**src/rtl/wb_arb_pkg.sv**
```systemverilog
// Shared types and constants for the two-requester Wishbone bus arbiter.
package wb_arb_pkg;

  typedef enum logic [1:0] {
    ARB_IDLE = 2'd0,
    ARB_OWN0 = 2'd1,
    ARB_OWN1 = 2'd2
  } arb_state_t;

  localparam logic OWNER0 = 1'b0;
  localparam logic OWNER1 = 1'b1;

  // Timeout counter width: wide enough for TIMEOUT_CYCLES, kept within 8..16 bits.
  function automatic int tmo_width(input int cycles);
    int w;
    w = $clog2(cycles + 1);
    if (w < 8) w = 8;
    if (w > 16) w = 16;
    return w;
  endfunction

endpackage

```
**src/rtl/wb_arb_picker.sv**
```systemverilog
// Combinational winner selection between two pending requests.
module wb_arb_picker
  import wb_arb_pkg::*;
#(
  parameter int ROUND_ROBIN = 1
) (
  input  logic [1:0] req,
  input  logic       last_owner,
  output logic       winner,
  output logic       valid
);

  always_comb begin
    valid  = |req;
    winner = req[1];
    // On contention round-robin favours whoever did not own last; fixed priority favours data.
    if (req == 2'b11) begin
      winner = (ROUND_ROBIN != 0) ? ~last_owner : OWNER1;
    end
  end

endmodule

```
**src/rtl/wb_bus_arbiter.sv**
```systemverilog
// Two-controller Wishbone classic arbiter: instruction port (req0) and data port (req1) share one bus.
// Optional watchdog enabled with `define WB_ARB_TIMEOUT_EN.
module wb_bus_arbiter
  import wb_arb_pkg::*;
#(
  parameter int ROUND_ROBIN    = 1,
  parameter int TIMEOUT_CYCLES = 255,
  parameter int AW             = 32,
  parameter int DW             = 32,
  parameter int SW             = DW / 8
) (
  input  logic          i_clk,
  input  logic          i_rst,
  input  logic          req0_cyc,
  input  logic          req0_stb,
  input  logic          req0_we,
  input  logic [SW-1:0] req0_sel,
  input  logic [AW-1:0] req0_addr,
  input  logic [DW-1:0] req0_wdata,
  output logic          req0_ack,
  output logic          req0_err,
  output logic [DW-1:0] req0_rdata,
  input  logic          req1_cyc,
  input  logic          req1_stb,
  input  logic          req1_we,
  input  logic [SW-1:0] req1_sel,
  input  logic [AW-1:0] req1_addr,
  input  logic [DW-1:0] req1_wdata,
  output logic          req1_ack,
  output logic          req1_err,
  output logic [DW-1:0] req1_rdata,
  output logic          periph_cyc,
  output logic          periph_stb,
  output logic          periph_we,
  output logic [SW-1:0] periph_sel,
  output logic [AW-1:0] periph_addr,
  output logic [DW-1:0] periph_wdata,
  input  logic          periph_ack,
  input  logic          periph_err,
  input  logic [DW-1:0] periph_rdata,
  output logic [1:0]    o_grant,
  output logic          o_timeout,
  output arb_state_t    dbg_state
);

  // Handshake: a requester asks with cyc&stb; each beat completes when ack or err is seen
  // while it owns the bus; ownership lasts until the owner drops cyc.
  arb_state_t state;
  logic       last_owner;
  logic       pick_winner;
  logic       pick_valid;
  logic       tmo;

  wb_arb_picker #(.ROUND_ROBIN(ROUND_ROBIN)) u_picker (
    .req        ({req1_cyc & req1_stb, req0_cyc & req0_stb}),
    .last_owner (last_owner),
    .winner     (pick_winner),
    .valid      (pick_valid)
  );

`ifdef WB_ARB_TIMEOUT_EN
  localparam int              CW       = tmo_width(TIMEOUT_CYCLES);
  localparam logic [CW-1:0]   TMO_LAST = CW'(TIMEOUT_CYCLES);
  logic [CW-1:0] wait_cnt;

  assign tmo = (state != ARB_IDLE) && (wait_cnt == TMO_LAST);

  // Held at zero while idle so every new ownership starts counting from zero.
  always_ff @(posedge i_clk) begin
    if (i_rst) begin
      wait_cnt <= '0;
    end else if (state == ARB_IDLE || periph_ack || periph_err) begin
      wait_cnt <= '0;
    end else if (!tmo) begin
      wait_cnt <= wait_cnt + 1'b1;
    end
  end
`else
  logic unused_cfg;
  assign unused_cfg = (TIMEOUT_CYCLES == 0);
  assign tmo        = 1'b0;
`endif

  always_ff @(posedge i_clk) begin
    if (i_rst) begin
      state      <= ARB_IDLE;
      last_owner <= OWNER1;
      o_grant    <= 2'b00;
    end else begin
      case (state)
        ARB_IDLE: begin
          if (pick_valid) begin
            state   <= pick_winner ? ARB_OWN1 : ARB_OWN0;
            o_grant <= pick_winner ? 2'b10 : 2'b01;
          end
        end
        ARB_OWN0: begin
          if (!req0_cyc || tmo) begin
            state      <= ARB_IDLE;
            last_owner <= OWNER0;
            o_grant    <= 2'b00;
          end
        end
        ARB_OWN1: begin
          if (!req1_cyc || tmo) begin
            state      <= ARB_IDLE;
            last_owner <= OWNER1;
            o_grant    <= 2'b00;
          end
        end
        default: begin
          state   <= ARB_IDLE;
          o_grant <= 2'b00;
        end
      endcase
    end
  end

  assign o_timeout = tmo;
  assign dbg_state = state;

  always_comb begin
    periph_cyc   = 1'b0;
    periph_stb   = 1'b0;
    periph_we    = 1'b0;
    periph_sel   = '0;
    periph_addr  = '0;
    periph_wdata = '0;
    req0_ack     = 1'b0;
    req0_err     = 1'b0;
    req0_rdata   = '0;
    req1_ack     = 1'b0;
    req1_err     = 1'b0;
    req1_rdata   = '0;
    case (state)
      ARB_OWN0: begin
        periph_cyc   = req0_cyc & ~tmo;
        periph_stb   = req0_stb & ~tmo;
        periph_we    = req0_we;
        periph_sel   = req0_sel;
        periph_addr  = req0_addr;
        periph_wdata = req0_wdata;
        req0_ack     = periph_ack;
        req0_err     = periph_err | tmo;
        req0_rdata   = periph_rdata;
      end
      ARB_OWN1: begin
        periph_cyc   = req1_cyc & ~tmo;
        periph_stb   = req1_stb & ~tmo;
        periph_we    = req1_we;
        periph_sel   = req1_sel;
        periph_addr  = req1_addr;
        periph_wdata = req1_wdata;
        req1_ack     = periph_ack;
        req1_err     = periph_err | tmo;
        req1_rdata   = periph_rdata;
      end
      default: ;
    endcase
  end

endmodule
```
**config.mk**
```make
export PLATFORM = sky130hd
export DESIGN_NAME = wb_bus_arbiter
export DESIGN_NICKNAME = d
export VERILOG_FILES = /design/src/rtl/wb_arb_pkg.sv /design/src/rtl/wb_arb_picker.sv /design/src/rtl/wb_bus_arbiter.sv
export SDC_FILE = /design/constraint.sdc
export NUM_CORES = 1
export LEC_CHECK = 0
export BUFFER_PORTS_ARGS = -buffer_cell sky130_fd_sc_hd__buf_2
export CORE_AREA = 5 5 121 123
export CTS_BUF_LIST = sky130_fd_sc_hd__clkbuf_4 sky130_fd_sc_hd__clkbuf_8
export CTS_CLUSTER_SIZE = 24
export DETAILED_ROUTE_END_ITERATION = 6
export DIE_AREA = 0 0 126 128
export SYNTH_ARGS = -nofsm -noshare
export SYNTH_HDL_FRONTEND = slang
export SYNTH_HIERARCHICAL = 1
export SYNTH_SLANG_ARGS = --single-unit
```
**constraint.sdc**
```tcl
create_clock -name i_clk -period 3.7 [get_ports i_clk]
set_input_delay 0.37 -clock i_clk [delete_from_list [all_inputs] [get_ports i_clk]]
set_output_delay 0.37 -clock i_clk [all_outputs]
set_load 0.1 [all_outputs]
```
# == Yosys cells after proc, flatten, opt, wreduce, memory -nomap -nowiden ==
# Cells that the tools add are included.
# totals
ff_bits,3
output_inout_bits,144
word_cells,37
# op_classes
eq_ne,6
n_mux,21
n_bitwise,3
n_reduce_logical,5
# ops
op,n
32-bit one-hot mux with 2 select lines,2
32-bit 2-to-1 mux,2
2-bit 2-to-1 mux,4
1-bit one-hot mux with 2 select lines,4
4-bit one-hot mux with 2 select lines,1
1-bit 2-to-1 mux,7
2-bit != test (second input constant),3
2-bit one-hot mux with 3 select lines,1
3-bit AND reduction,2
2-bit == test (second input constant),2
1-bit AND,2
2-bit by 1-bit == test with 1-bit output (second input constant),1
2-bit zero test,1
2-bit nonzero test,1
2-bit OR reduction,1
1-bit inverter,1

# == Longest topological paths before layout ==
# Gate-level depths: netlist of the first run.
# logic_depth
ltp_word,6
depth_mapped,7
depth_no_buf,5

# == By module ==
# Netlist of the first run, hierarchy kept.
# modules_own_cells
module,instances,cells_per_inst,area_each_um2,seq_area_each_um2
wb_bus_arbiter,1,269,1805.5,60.1
wb_arb_picker,1,2,13.8,0.0

# == Worst setup path after synthesis of the first run ==
# No wires, ideal clock.
# synth_timing
path_kind,register -> output
from,"reg state[0], in the netlist dbg_state[0]"
to,out periph_addr[0]
arrival_time_ns,3.193
required_ns,3.330
slack_ns,0.137
stages_incl_launch_ff,5
n_path_buf,1
path_cell_list,dfxtp_1 -> inv_1 -> ha_1 -> clkbuf_1 -> nor2b_1
# synth_between
elab_chain_cells,2
word_cells_on_any_way,3
# synth_lines
element,line,text
start: declaration,wb_bus_arbiter.sv:48,arb_state_t state;
start signal: assignment,wb_bus_arbiter.sv:93,state <= pick_winner ? ARB_OWN1 : ARB_OWN0;
2-bit == test / 2-bit by 1-bit == test with 1-bit output (equally long branches),wb_bus_arbiter.sv:135,case (state)
32-bit one-hot mux with 2 select lines (*),wb_bus_arbiter.sv:135,
end: declaration,wb_bus_arbiter.sv:36,"output logic [AW-1:0] periph_addr,"
# Mark *: on every way between the ends. The rest lies on a longest branch, timed or not.

# == Worst setup path after layout of the first run ==
# layout_timing
from,"reg state[0], in the netlist dbg_state[0]"
to,out periph_addr[7]
# Same word-level chain as after synthesis.

==> results of run 1 <==
-- layout make-up --
class,instances,area [um2],share of cell area
repair buffers,325,1650,0.461
multi-input cells,232,1590,0.444
well taps,180,225,0.0628
flip-flops and latches,3,60.1,0.0168
clock buffers,4,48.8,0.0136
inverters,2,7.51,0.00209
-- report_power, final --
| part | leakage (nW) | switching (mW) | internal (mW) |
|---|---|---|---|
| Combinational | 1.94 | 0.575 | 0.195 |
| Clock | 0.0262 | 0.0289 | 0.0814 |
| Sequential | 0.0246 | 0.00358 | 0.0355 |
-- placed cells by master (no fill, tap or decap), types with 2 or more instances in the layout --
cell      instances
dfxtp_1           3
buf_4             4
o21ai_1           2
ha_2              2
inv_1             2
a22oi_1          70
clkbuf_8          3
nor2b_1          71
a21oi_1           4
buf_2           320
and2_1           71
-- kinds of logic (layout without fill, tap and decap cells) --
family,Yosys count,count (layout),synth area share
flops,3,3,0.0330
simple gates,147,147,0.506
compound gates,80,80,0.330
buf+inv,36,331,0.102
fa+ha+maj,4,4,0.0275
other cells,1,1,0.00206
-- cells in the mapped netlist, drive strengths merged --
cell type   n
nand4       1
buf        23
and2       71
nand2b      1
a21oi       4
a22oi      71
dfxtp       3
nand4b      1
ha          4
a21boi      1
clkbuf     11
nor2b      71
inv         2
o21ai       2
conb        1
a22o        1
or2         1
nor2        1
o21bai      1
-- per-layer routing --
layer / global-route usage / wire [um]
met5: 0 / 0
met4: 0.0208 / 71
met3: 0.0263 / 923
met2: 0.193 / 5100
met1: 0.132 / 3950
-- how the worst min path moves through the flow --
stage	startpoint	endpoint	depth (start not counted)	slack, ns
floorplan	i_rst	dbg_state[0]$_SDFFE_PP0P_	1	0.44
global placement	last_owner$_SDFFE_PP1P_	last_owner$_SDFFE_PP1P_	2	0.52
detailed placement	last_owner$_SDFFE_PP1P_	last_owner$_SDFFE_PP1P_	2	0.54
CTS	i_rst	dbg_state[0]$_SDFFE_PP0P_	2	0.35
global route	i_rst	dbg_state[1]$_SDFFE_PP0P_	2	0.37
finish	i_rst	dbg_state[0]$_SDFFE_PP0P_	2	0.34
-- flip-flops by register name, summed over array words and instances (netlist names) --
name        count
last_owner      1
dbg_state       2
-- worst max-delay path, cell delays in order, from the launching register on --
cell     delay (ns)
dfxtp_1        0.36
inv_1          0.13
ha_2           0.32
buf_4          0.53
a22oi_1        0.24
nor2b_1        0.14
buf_2          0.43
==> results.cfg, run 1 <==
[status]
status = finished, final reports clean

[grt]
grt_max_degree = 64
overflow = 0
grt_usage = 0.108
grt_first_pass_wirelength_um = 14500
grt_pass1_vias = 2776
grt_antenna_before_repair = 0

[route]
dr.pass1.iters = 4
vias_per_cell = 4.01
num_vias = 2994
finalWirelength_um = 10000
drc_errors = 0
drt-wirelength-per-cell_um = 13.5
drtAntennaViolNets = 0
drtIter0Drc = 111

[placement]
place_area_um2 = 3540
portBuffers = 320
dpl.hpwl_um = 8370
placed_cells = 742
gp_congestion = 0.831
dp_slack_ns = 1.08

[worst_setup_path]
required_ns = 3.33
rr_worst_depth = 6
regToRegEndpoint = last_owner$_SDFFE_PP1P_
crit_path_start_kind = register
cp-endpoint = periph_addr[7]
crit_path_start = dbg_state[0]$_SDFFE_PP0P_
criticalPathCategory = register to output port
r2r_slack_ns = 1.96
critPathCaptureType = output port
cp.arrival_ns = 2.44
cp_max_fo = 59
timing.rr.start = dbg_state[1]$_SDFFE_PP0P_

[layout]
antenna_cells = 0
final_cells = 746
nNetsFinal = 749
utilization = 0.264
final_cell_area_um2 = 3580
drive_gt1_frac = 0.588
area_growth_syn_to_layout_pct = 97.0
fill_cells = 1517

[floorplan]
die_height_um = 128
row_count = 43
dieArea_um2 = 16100
start_util = 0.134
num_io_pins = 322
fp.dieW_um = 126
core-area_um2 = 13600

[clock_tree]
cts_root_buf = clkbuf_8
ctsResizeCount = 0
htreeDepth = 1
cts_tree = built
clock_sinks = 3
cts_buffer_depth = 2
cts-buffers-inserted = 3
post-cts-setup-buffer-count = 0
clk_latency_ns = 0.23
hold_buffers = 0
clk_pin_slew_ns = 0.04

[timing]
finalCriticalPeriod_ns = 2.81
period_share = 0.761
fmax_ghz = 0.355
drv_slew = 0
setup_slack_ns = 0.886
fin_hold_ws_ns = 0.344
setup-tns-final_ns = 0
slew_headroom = 0.586
tightest_slew_ns = 0.621
final.setup_skew_ns = 0.00331
rsz0062_at_grt = no
setup_viol = 0
hold_viol = 0

[yosys]
ys_seq_area_frac = 0.0330
synth.top_cell.area_share = 0.289
synth_cells = 271
ys_seq_elements = 3
yosys.area.top_type = a22oi_1
synth_area_per_cell_um2 = 6.71
yosys_warnings = 6
syn_area_um2 = 1820
netlist_top_cells_area = a22oi_1, and2_1, nor2b_1, buf_2, dfxtp_1
synth_nets = 453
synth.distinct_cells = 23

[worst_hold_path]
hold_path_class = input pin to register

[pwr]
irDropWorstVdd_uv = 164
p_leak_nw = 2.00
p_total_mw = 0.920
power_density_nw_per_um2 = 257

[job]
max_cap_violations = 0
Note: power is estimated with default switching activity, not from simulation.
==> run 2: changes to the inputs <==
==> constraint.sdc (replaced) <==
create_clock -name i_clk -period 2.7 [get_ports i_clk]
set_input_delay 0.27 -clock i_clk [delete_from_list [all_inputs] [get_ports i_clk]]
set_output_delay 0.27 -clock i_clk [all_outputs]
set_load 0.1 [all_outputs]
==> results.cfg, run 2 (same netlist as run 1, synthesis figures left out) <==
[worst_hold_path]
hold_start = i_rst
hold_path_class = input pin to register

[timing]
tightest_slew_ns = 0.527
fmax_ghz = 0.448
rsz0062_at_grt = no
hold_viol = 0
fin_hold_ws_ns = 0.249
finalCriticalPeriod_ns = 2.23
setup_viol = 0
slew_headroom = 0.651
period_share = 0.826
drv_slew = 0
final.setup_skew_ns = 0.00196

[route]
drtIter0Drc = 106
drt-wirelength-per-cell_um = 16.2
dr.pass1.iters = 4
drtAntennaViolNets = 0
finalWirelength_um = 12200
drc_errors = 0
vias_per_cell = 4.17
num_vias = 3137

[placement]
place_area_um2 = 4850
gp_congestion = 0.802
dpl.hpwl_um = 10700
portBuffers = 320

[pwr]
irDropWorstVdd_uv = 161
power_density_nw_per_um2 = 290
p_leak_nw = 2.24

[layout]
largest_register_ffs = 2
layout_common_cells = buf_2, buf_12, a22oi_1, nor2b_2, and2_1
area_growth_syn_to_layout_pct = 169
antenna_cells = 0
layout_commonest_cell = buf_2
drive_gt1_frac = 0.717
fill_cells = 1399
nNetsFinal = 755
final_cell_area_um2 = 4900

[grt]
overflow = 0
grt_first_pass_wirelength_um = 17500
grt_antenna_before_repair = 2
grt_max_degree = 45
grt_usage = 0.137
grt_pass1_vias = 3239

[floorplan]
fp.dieW_um = 126
num_io_pins = 322
row_count = 43
dieArea_um2 = 16100
die_height_um = 128
core-area_um2 = 13600
start_util = 0.134

[clock_tree]
cts-buffers-inserted = 3
cts_buffer_depth = 2
clk_pin_slew_ns = 0.03
clock_sinks = 3
cts_tree = built
hold_buffers = 0
htreeDepth = 1
post-cts-setup-buffer-count = 0
cts_root_buf = clkbuf_8
ctsResizeCount = 0
clk_latency_ns = 0.22

[worst_setup_path]
crit_chain = inv_1 -> ha_2 -> buf_4 -> a22oi_1 -> nor2b_2 -> buf_12
cp_slowest_cell = ha_2
cp_max_fo = 22
cpPeakStageDelay_ns = 0.52
criticalPathCategory = register to output port
crit_path_start_kind = register
critPathCaptureType = output port
required_ns = 2.43
crit_family = buffers and inverters
crit_path_start = dbg_state[0]$_SDFFE_PP0P_
crit_buf_inv = 3
cp.arrival_ns = 1.96
timing.rr.start = dbg_state[1]$_SDFFE_PP0P_

[status]
status = finished, final reports clean

[job]
max_cap_violations = 0
-- run 2: cell types whose count changed in the layout (fill, tap and decap cells not counted), sizes merged --
cell / delta
buf: +6
-- run 2: final cells by class --
class | instances | area [um2] | area share
Timing Repair Buffer | 331 | 2790 | 0.570
Multi-Input combinational cell | 232 | 1770 | 0.361
Tap cell | 180 | 225 | 0.0459
Sequential cell | 3 | 60.1 | 0.0123
Clock buffer | 4 | 48.8 | 0.00995
Inverter | 2 | 7.51 | 0.00153
-- run 2: through the flow --
stage | total power, mW | TNS [ns] | instances | setup WS, ns | util
final | 1.42 | 0 | 752 | 0.469 | 0.362
after global routing | 1.50 | 0 | 752 | 0.320 | 0.362
after CTS | 1.44 | 0 | 752 | 0.410 | 0.362
after detailed placement | 1.29 | 0 | 748 | 0.645 | 0.358
after global placement | 1.29 | 0 | 748 | 0.682 | 0.358
after floorplan | 0.901 | -17.47 | 271 | -0.243 | -
-- run 2: final timing paths --
path,end,slack [ns],cells past startpoint
worst max-delay path,periph_wdata[15],0.47,6
worst min-delay path,dbg_state[0]$_SDFFE_PP0P_,0.25,2
worst max register to register,dbg_state[1]$_SDFFE_PP0P_,1.10,6
worst min register to register,last_owner$_SDFFE_PP1P_,0.54,2
-- run 2: report_power, final --
part	leakage [nW]	switching, mW	internal (mW)
Clock	0.0262	0.0338	0.111
Combinational	2.19	0.829	0.395
Sequential	0.0246	0.00507	0.0487
-- run 2: routing by layer --
layer  GRT usage  routed length, um  vias up
met3      0.0375               1010       12
met5           0                  7        -
li1            -                  -     1547
met2       0.259               6520      170
met4      0.0303                144        2
met1       0.152               4460     1406
-- run 2: worst reg2reg max path: stages (launching register included) --
cell,delay [ns]
dfxtp_1,0.41
inv_1,0.12
ha_4,0.28
buf_12,0.22
a22o_1,0.25
o21ai_1,0.14
a21oi_1,0.07
==> run 3: changes to the inputs <==
--- a/config.mk
+++ b/config.mk
@@ -5,12 +5,13 @@
 export SDC_FILE = /design/constraint.sdc
 export NUM_CORES = 1
 export LEC_CHECK = 0
+export ABC_AREA = 1
 export BUFFER_PORTS_ARGS = -buffer_cell sky130_fd_sc_hd__buf_2
-export CORE_AREA = 5 5 121 123
+export CORE_AREA = 5 5 122 124
 export CTS_BUF_LIST = sky130_fd_sc_hd__clkbuf_4 sky130_fd_sc_hd__clkbuf_8
 export CTS_CLUSTER_SIZE = 24
 export DETAILED_ROUTE_END_ITERATION = 6
-export DIE_AREA = 0 0 126 128
+export DIE_AREA = 0 0 127 129
 export SYNTH_ARGS = -nofsm -noshare
 export SYNTH_HDL_FRONTEND = slang
 export SYNTH_HIERARCHICAL = 1
==> constraint.sdc (replaced) <==
create_clock -name i_clk -period 2.2 [get_ports i_clk]
set_input_delay 0.22 -clock i_clk [delete_from_list [all_inputs] [get_ports i_clk]]
set_output_delay 0.22 -clock i_clk [all_outputs]
set_load 0.1 [all_outputs]
==> results.cfg, run 3 <==
[status]
status = finished, final reports clean

[pwr]
p_total_mw = 10.9
switching_share = 0.685
internal_power_mw = 3.42
irDropWorstVdd_uv = 796
p_clk_frac = 0.016
pwr-share-comb = 0.974
p_leak_nw = 3.01
power_density_nw_per_um2 = 1820
power_switching_mw = 7.43
seqPwrFrac = 0.010

[floorplan]
dieArea_um2 = 16400
row_count = 43
fp.dieW_um = 127
num_io_pins = 322
start_util = 0.134
die_height_um = 129
core-area_um2 = 13700

[placement]
placed_cells = 894
gp_congestion = 0.790
dpl.hpwl_um = 10500
portBuffers = 320

[layout]
largest_register_ffs = 2
utilization = 0.437
final_cells = 898
antenna_cells = 0
area_growth_syn_to_layout_pct = 225
drive_gt1_frac = 0.499
layout_commonest_cell = nand2_1
nNetsFinal = 901
layout_common_cells = nand2_1, buf_2, buf_12

[timing]
hold_viol = 0
rsz0062_at_grt = no
finalCriticalPeriod_ns = 2.09
final.setup_skew_ns = 0.0000657
fmax_ghz = 0.479
period_share = 0.949
setup_viol = 0
drv_slew = 0

[clock_tree]
htreeDepth = 1
clock_sinks = 3
hold_buffers = 0
ctsResizeCount = 0
cts-buffers-inserted = 3
cts_root_buf = clkbuf_8
cts_tree = built
post-cts-setup-buffer-count = 0
clk_latency_ns = 0.22
cts_buffer_depth = 2
clk_pin_slew_ns = 0.03

[route]
drt-wirelength-per-cell_um = 13.7
num_vias = 3652
drtIter0Drc = 92
finalWirelength_um = 12300
vias_per_cell = 4.07
drtAntennaViolNets = 0
drc_errors = 0
dr.pass1.iters = 4

[yosys]
syn_area_um2 = 1840
yosys.area.top_type = nand2_1
synth.most_common_cell = nand2_1
synth_common_cells = nand2_1, inv_1, a21oi_1, buf_2, clkbuf_1
async_flop_share = 0
yosys_warnings = 6
synth_edf_count = 0
synth.distinct_cells = 18
synth_nets = 604
ys_seq_area_frac = 0.0327
synth_ff_type = dfxtp_1
netlist_top_cells_area = nand2_1, a21oi_1, inv_1, buf_2, dfxtp_1
synth_area_per_cell_um2 = 4.35
synth.top_cell.area_share = 0.446
synth_cells = 422
ys_seq_elements = 3

[grt]
grt_antenna_before_repair = 0
grt_first_pass_wirelength_um = 18500
grt_max_degree = 71
overflow = 0
grt_pass1_vias = 3650
grt_usage = 0.136

[worst_setup_path]
crit_family = buffers and inverters
crit_path_start_kind = register
crit_top_cell = buf_12
criticalPathCategory = register to output port
cp_max_fo = 57
required_ns = 1.98
cp.arrival_ns = 1.87
crit_chain = inv_1 -> ha_1 -> clkinv_2 -> buf_12 -> a21oi_1 -> buf_12
cpPeakStageDelay_ns = 0.36
cp_slowest_cell = dfxtp_4
crit_buf_inv = 4
critPathCaptureType = output port

[job]
max_cap_violations = 0

[worst_hold_path]
hold_path_class = input pin to register
run 3: cell types whose count changed in the layout (fill, tap and decap cells not counted), sizes merged, moves of 4 or more:
cell   change
nand2    +219
a22oi     -71
a21oi     +69
nor2b     -71
buf        -5
inv       +75
and2      -70
nor2       +4
run 3: power groups by stage:
stage / registers, mW / logic (mW) / clock network (mW)
2_1_floorplan: 0.225 / 6.82 / 0
6_report: 0.110 / 10.6 / 0.178
4_1_cts: 0.111 / 10.7 / 0.183
5_1_grt: 0.115 / 11.0 / 0.189
3_3_place_gp: 0.109 / 10.6 / 0
3_5_place_dp: 0.111 / 10.7 / 0
run 3: logic make-up (layout without fill, tap and decap cells):
| logic type | Yosys count | count (layout) | share of synthesized area |
|---|---|---|---|
| buffers and inverters | 112 | 408 | 0.264 |
| adder cells (fa/ha/maj) | 4 | 4 | 0.0272 |
| AND/OR/NAND/NOR | 228 | 228 | 0.472 |
| flip-flops | 3 | 3 | 0.0327 |
| other | 1 | 1 | 0.00204 |
| AO/OA/AOI/OAI | 74 | 74 | 0.202 |
run 3: path summary, 6_finish.rpt:
path,startpoint,endpoint,slack [ns],depth (start not counted)
hold / removal,i_rst,last_owner$_SDFFE_PP1P_,0.21,3
setup reg to reg,dbg_state[1]$_SDFFE_PP0P_,dbg_state[1]$_SDFFE_PP0P_,0.72,7
setup / recovery,dbg_state[0]$_SDFFE_PP0P_,periph_addr[20],0.11,6
hold reg to reg,last_owner$_SDFFE_PP1P_,last_owner$_SDFFE_PP1P_,0.47,2
run 3: cell type report:
type	instances	area, um2
repair buffers	326	3800
multi-input cells	307	1550
well taps	180	225
flip-flops and latches	3	67.6
fillers	1331	7690
clock buffers	4	48.8
inverters	78	294
run 3: per-layer routing:
metal / vias to the layer above / track usage / wire length, um
li1: 1827 / - / -
met1: 1607 / 0.160 / 4680
met2: 210 / 0.246 / 6100
met3: 8 / 0.0490 / 1420
met4: 0 / 0.0120 / 77
met5: - / 0 / 0
run 3: per-stage QoR:
| step | hold slack [ns] | setup WS (ns) | area (um2) | setup TNS [ns] |
|---|---|---|---|---|
| CTS | 0.206 | 0.108 | 5980 | 0 |
| floorplan | 0.308 | -0.791 | 2080 | -40.34 |
| global route | 0.216 | 0.0390 | 5980 | 0 |
| detailed placement | 0.436 | 0.346 | 5930 | 0 |
| global placement | 0.429 | 0.435 | 5930 | 0 |
| finish | 0.210 | 0.112 | 5980 | 0 |
run 3: tightest hold or removal path, cell delays in order:
cell     delay (ns)
buf_2          0.09
a21oi_1        0.04
nand2_1        0.04
